$ cat src/rtl/uart_tx_simple_if.sv
// Byte-in / serial-out handshake bundle for uart_tx_simple.
// master drives bytes in; slave is the transmitter itself.
interface uart_tx_simple_if;
    logic [7:0] tx_byte;
    logic       tx_valid;
    logic       tx_ready;
    logic       serial_tx;
    logic       tx_busy;
    logic       tx_done;

    modport master (
        output tx_byte,
        output tx_valid,
        input  tx_ready,
        input  serial_tx,
        input  tx_busy,
        input  tx_done
    );

    modport slave (
        input  tx_byte,
        input  tx_valid,
        output tx_ready,
        output serial_tx,
        output tx_busy,
        output tx_done
    );
endinterface

$ cat src/rtl/uart_tx_simple.sv
// UART transmitter: one byte per valid/ready handshake, sent LSB-first as
// start, 8 data bits, optional parity, then 1 or 2 stop bits.
module uart_tx_simple #(
    parameter int CLK_FREQ_HZ = 33330000,
    parameter int BAUD_RATE   = 115200,
    parameter int PARITY      = 0,
    parameter int STOP        = 1
) (
    input logic            clk,
    input logic            rst,
    uart_tx_simple_if.slave tx
);
    localparam int CLKS_PER_BIT = CLK_FREQ_HZ / BAUD_RATE;
    localparam int CNT_W        = (CLKS_PER_BIT > 2) ? $clog2(CLKS_PER_BIT) : 1;
    localparam logic [CNT_W-1:0] CNT_LAST = CNT_W'(CLKS_PER_BIT - 1);
    localparam logic [CNT_W-1:0] CNT_PRE  = CNT_W'(CLKS_PER_BIT - 2);
    localparam logic [2:0]       LAST_STOP_IDX = 3'(STOP - 1);
    localparam bit               HAS_PARITY = (PARITY != 0);
    localparam bit               ODD_PARITY = (PARITY == 1);

    generate
        if (PARITY < 0 || PARITY > 2 || (STOP != 1 && STOP != 2) || CLKS_PER_BIT < 2) begin : g_bad_params
            $error("uart_tx_simple: illegal parameters PARITY=%0d STOP=%0d CLKS_PER_BIT=%0d",
                   PARITY, STOP, CLKS_PER_BIT);
        end
    endgenerate

    typedef enum logic [2:0] {
        S_IDLE,
        S_START,
        S_DATA,
        S_PARITY,
        S_STOP
    } state_t;

    state_t           state_reg;
    logic [CNT_W-1:0] baud_cnt_reg;
    logic [2:0]       bit_idx_reg;
    logic [7:0]       shift_reg;
    logic             parity_reg;
    logic             serial_tx_reg;
    logic             tx_ready_reg;
    logic             tx_busy_reg;
    logic             tx_done_reg;

    logic bit_end;
    logic last_stop;

    assign bit_end   = (baud_cnt_reg == CNT_LAST);
    assign last_stop = (bit_idx_reg == LAST_STOP_IDX);

    always_ff @(posedge clk or posedge rst) begin
        if (rst) begin
            state_reg     <= S_IDLE;
            baud_cnt_reg  <= '0;
            bit_idx_reg   <= '0;
            shift_reg     <= '0;
            parity_reg    <= 1'b0;
            serial_tx_reg <= 1'b1;
            tx_ready_reg  <= 1'b1;
            tx_busy_reg   <= 1'b0;
            tx_done_reg   <= 1'b0;
        end else begin
            tx_done_reg <= 1'b0;
            case (state_reg)
                S_IDLE: begin
                    baud_cnt_reg <= '0;
                    bit_idx_reg  <= '0;
                    if (tx.tx_valid) begin
                        // Parity is fixed at latch time so later tx_byte changes cannot leak in.
                        shift_reg     <= tx.tx_byte;
                        parity_reg    <= ODD_PARITY ? ~^tx.tx_byte : ^tx.tx_byte;
                        serial_tx_reg <= 1'b0;
                        tx_ready_reg  <= 1'b0;
                        tx_busy_reg   <= 1'b1;
                        state_reg     <= S_START;
                    end
                end
                S_START: begin
                    if (bit_end) begin
                        baud_cnt_reg  <= '0;
                        serial_tx_reg <= shift_reg[0];
                        shift_reg     <= {1'b0, shift_reg[7:1]};
                        bit_idx_reg   <= '0;
                        state_reg     <= S_DATA;
                    end else begin
                        baud_cnt_reg <= baud_cnt_reg + 1'b1;
                    end
                end
                S_DATA: begin
                    if (bit_end) begin
                        baud_cnt_reg <= '0;
                        if (bit_idx_reg == 3'd7) begin
                            bit_idx_reg <= '0;
                            if (HAS_PARITY) begin
                                serial_tx_reg <= parity_reg;
                                state_reg     <= S_PARITY;
                            end else begin
                                serial_tx_reg <= 1'b1;
                                state_reg     <= S_STOP;
                            end
                        end else begin
                            serial_tx_reg <= shift_reg[0];
                            shift_reg     <= {1'b0, shift_reg[7:1]};
                            bit_idx_reg   <= bit_idx_reg + 1'b1;
                        end
                    end else begin
                        baud_cnt_reg <= baud_cnt_reg + 1'b1;
                    end
                end
                S_PARITY: begin
                    if (bit_end) begin
                        baud_cnt_reg  <= '0;
                        bit_idx_reg   <= '0;
                        serial_tx_reg <= 1'b1;
                        state_reg     <= S_STOP;
                    end else begin
                        baud_cnt_reg <= baud_cnt_reg + 1'b1;
                    end
                end
                S_STOP: begin
                    if (bit_end) begin
                        baud_cnt_reg <= '0;
                        if (last_stop) begin
                            bit_idx_reg  <= '0;
                            tx_ready_reg <= 1'b1;
                            tx_busy_reg  <= 1'b0;
                            state_reg    <= S_IDLE;
                        end else begin
                            bit_idx_reg <= bit_idx_reg + 1'b1;
                        end
                    end else begin
                        baud_cnt_reg <= baud_cnt_reg + 1'b1;
                        // Registered pulse lands on the final cycle of the last stop bit.
                        if (last_stop && baud_cnt_reg == CNT_PRE) begin
                            tx_done_reg <= 1'b1;
                        end
                    end
                end
                default: begin
                    state_reg     <= S_IDLE;
                    serial_tx_reg <= 1'b1;
                    tx_ready_reg  <= 1'b1;
                    tx_busy_reg   <= 1'b0;
                end
            endcase
        end
    end

    assign tx.serial_tx = serial_tx_reg;
    assign tx.tx_ready  = tx_ready_reg;
    assign tx.tx_busy   = tx_busy_reg;
    assign tx.tx_done   = tx_done_reg;

endmodule

$ cat src/flat_wrapper.sv
// flat-port wrapper written by rule: the top's interface ports become plain ports
module uart_tx_simple_flat 
#(
    parameter int CLK_FREQ_HZ = 33330000,
    parameter int BAUD_RATE   = 115200,
    parameter int PARITY      = 0,
    parameter int STOP        = 1
)
  (clk, rst, tx_tx_byte, tx_tx_valid, tx_tx_ready, tx_serial_tx, tx_tx_busy, tx_tx_done);
  uart_tx_simple_if tx_i ();
  input logic clk;
  input logic rst;
  input wire logic [$bits(tx_i.tx_byte)-1:0] tx_tx_byte;
  input wire logic [$bits(tx_i.tx_valid)-1:0] tx_tx_valid;
  output wire logic [$bits(tx_i.tx_ready)-1:0] tx_tx_ready;
  output wire logic [$bits(tx_i.serial_tx)-1:0] tx_serial_tx;
  output wire logic [$bits(tx_i.tx_busy)-1:0] tx_tx_busy;
  output wire logic [$bits(tx_i.tx_done)-1:0] tx_tx_done;
  assign tx_i.tx_byte = tx_tx_byte;
  assign tx_i.tx_valid = tx_tx_valid;
  assign tx_tx_ready = tx_i.tx_ready;
  assign tx_serial_tx = tx_i.serial_tx;
  assign tx_tx_busy = tx_i.tx_busy;
  assign tx_tx_done = tx_i.tx_done;
  uart_tx_simple #(.CLK_FREQ_HZ(CLK_FREQ_HZ), .BAUD_RATE(BAUD_RATE), .PARITY(PARITY), .STOP(STOP)) u_core (.clk(clk), .rst(rst), .tx(tx_i));
endmodule
$ cat config.mk
export PLATFORM = sky130hd
export DESIGN_NAME = uart_tx_simple_flat
export DESIGN_NICKNAME = d
export VERILOG_FILES = /design/src/rtl/uart_tx_simple_if.sv /design/src/rtl/uart_tx_simple.sv /design/src/flat_wrapper.sv
export SDC_FILE = /design/constraint.sdc
export NUM_CORES = 1
export LEC_CHECK = 0
export BUFFER_PORTS_ARGS = -buffer_cell sky130_fd_sc_hd__buf_2
export CORE_MARGIN = 5
export CORE_UTILIZATION = 44
export DETAILED_ROUTE_END_ITERATION = 8
export GPL_TIMING_DRIVEN = 1
export PLACE_DENSITY = 0.7
export SLEW_MARGIN = 20
export SYNTH_ARGS = -nofsm -noshare
export SYNTH_HDL_FRONTEND = slang
export SYNTH_SLANG_ARGS = --single-unit
$ cat constraint.sdc
create_clock -name clk -period 2.2 [get_ports clk]
set_clock_uncertainty 0.1 [all_clocks]
set_input_delay 0.33 -clock clk [delete_from_list [all_inputs] [get_ports clk]]
set_output_delay 0.33 -clock clk [all_outputs]
set_load 0.02 [all_outputs]
==> impl_results.md <==
* Top cell type's share of synthesized area at 0.399
* DR pass1 iterations at 4
* Clock Pin Slew Worst Setup and Hold Paths at 150 ps
* Status: finished clean
* Power Density at 420 mW/mm^2
* Reg2reg end: u_core.shift_reg[7]
* Final Setup Violations at 0
* # DRC at 0
* Avg WL per Cell at 14.2 um
* Post-synth EDFFs at 0
* Yosys warns at 0
* Initial Utilization at 0.463
* Leak at 0.000829 uW
* Bufs on Longest Clock Path at 2
* RSZ-0062 raised after global routing: false
* Drt first-iter violations at 97
* Final Power at 737 uW
* Final wirelength at 3120 um
* Peak VDD IR at 0.232 mV
* Crit path to: u_core.shift_reg[7]
* Synth area leader: dfrtp_1
* CTS root buf: clkbuf_4
* Max cap viols at 0
* Final hold viol count at 0
* Fillers at 310
* Top FF cell, synth: dfrtp_1
* M1 WL at 1390 um
* Crit Path Max Fanout at 8
* Total core area at 0.00339 sq mm
* PortBufs at 14
* Initial antenna violation count at 0
* Cts bufs inserted at 3
* Most common library cells after synthesis: dfrtp_1 (25), mux2_2 (15), a21oi_1 (13), nor2_1 (13), inv_1 (10)
* Metal2 WL at 1560 um
* Worst reg2reg startpoint: u_core.bit_idx_reg[0]
* H-tree levels at 1
* Clk_lat worst skew at 330 ps
* Synth Cell Area at 0.00157 sq mm
* Critical path class: flop to flop
* Minimum clock period at 2080 ps
* WL met3 at 101 um
* Multi-input logic area at 815 sq um
* Vias at 1189
* Global-route wire length before repair at 5460 um
* Register area at 678 sq um
* Fmax at 480 MHz
* Top post-synthesis cells by area: dfrtp_1 (40%), mux2_2 (11%), a21oi_1 (4.1%)
* Share of layout cells above drive strength 1 at 0.287
* GRT Residual Overflow at 0
* Endpoint class of the critical path: flop
* Row count at 21
* Min-delay worst type: primary input to flop
* Hold path depth at 3
* Fin cells at 220
* Final instance area at 0.00175 sq mm
* Critical Path Source: u_core.bit_idx_reg[0]
* Vias in the first global route at 1214
* Antenna viol nets, final at 0
* Worst reg2reg path depth at 7
* # placed instances at 215
* Die area at 0.00486 sq mm
* Share of synthesized registers carrying an async set or reset at 1.00
* Vias per Instance at 5.40
* Largest net degree at the start of global routing at 28
* DP HPWL at 2360 um
* Clock sink count at 27
* Post-synth cell types at 44
* Max reg flops at 9
* Seq cells post-synth at 27
* Total GRT Usage at 0.138
* IO Count at 15
* Die height at 69.7 um
* Placer congestion estimate at 0.888
* R2R Setup Slk at 120 ps
* PostCTS Resize Cnt at 0
* Post-place instance area at 0.00172 sq mm
* Startpoint Class: flop
* Top routing layer in use: met4
* Mapped Cells at 154
* Worst Path Required at 2330 ps
* Avg Inst Size Synth at 10.2 sq um
* Worst path arrival time at 2210 ps
* Top-count cell post-synth: dfrtp_1
* Slew Viols, Final at 0
* Synthesis-to-finish area growth at 11.8%
* Post-layout nets at 191
* Worst-margin pin slew at 499 ps
* ANT cells at 0
* CTS tree: built
* Tcrit/Tclk final at 0.946
* Seq/Total Area, Yosys at 0.432
* Syn_nets at 170
* Die X at 69.7 um
* Sum Neg Setup Slack at 0 ps
* Setup Fix Bufs, Post-CTS at 0
* Relative slew slack at 0.665
critical path, cell delays in order (launching register included):
cell	delay, ps
dfrtp_1	420
ha_1	200
ha_1	220
nor2_1	160
o22ai_1	150
a211oi_4	210
buf_4	190
mux2_2	340
how the worst min path moves through the flow:
stage / start / endpoint / slack, ps
floorplan: rst / u_core.baud_cnt_reg[0] / 280
global placement: rst / u_core.bit_idx_reg[0] / 310
detailed placement: rst / u_core.bit_idx_reg[0] / 310
CTS: tx_tx_valid / u_core.state_reg[0] / 200
global route: tx_tx_valid / u_core.state_reg[0] / 190
finish: tx_tx_valid / u_core.state_reg[0] / 210
power breakdown:
| group | internal (uW) | leakage, uW | switching, uW |
|---|---|---|---|
| sequential | 497 | 0.000350 | 0 |
| clock | 71.1 | 0.0000150 | 148 |
| combinational | 8.99 | 0.000464 | 13.2 |
| total | 577 | 0.000829 | 161 |
placed cells by master, fill, tap and decap left out, types with 3 or more instances in the layout:
cell type,instances
a21oi_1,13
nor4_1,3
nand2_1,7
nand4_1,4
dfrtp_1,25
nand2b_1,5
mux2_2,15
inv_1,10
clkbuf_4,3
buf_2,14
xor2_1,3
xnor2_1,4
ha_1,5
nor3b_1,3
nor2_1,13
o21ai_0,6
buf_4,8
layer usage:
layer  vias to the layer above  global-route usage
met5                         -                   0
met4                         0              0.0638
met3                         6              0.0348
met2                        20               0.234
met1                       578               0.163
li1                        585                   -
area by class of cell:
class / instances / area share
sequential: 27 / 0.387
timing repair buffer: 23 / 0.0799
clock buffer: 4 / 0.0150
inverter: 10 / 0.0214
multi-input combinational: 110 / 0.464
tap: 46 / 0.0328
per-stage QoR:
stage	hold slack [ps]	setup WS [ps]	utilization
finish	214	118	0.518
global route	186	38.1	0.518
CTS	203	107	0.518
detailed placement	311	127	0.507
global placement	306	154	0.507
floorplan	281	202	-
cell families (layout without fill, tap and decap cells):
kind of cell / after synthesis / after routing / synth area share
fa+ha+maj: 6 / 6 / 0.0470
compound gates: 33 / 33 / 0.140
flops: 27 / 27 / 0.432
buf+inv: 17 / 37 / 0.0486
mux: 15 / 15 / 0.108
simple gates: 49 / 49 / 0.186
xor+xnor: 7 / 7 / 0.0391
timing repair:
action,in CTS,in global routing
setup endpoints to repair,0,0
hold buffers,1,0
endpoints found under the hold margin,25,0
No activity file was read; power rests on OpenSTA's default activity.
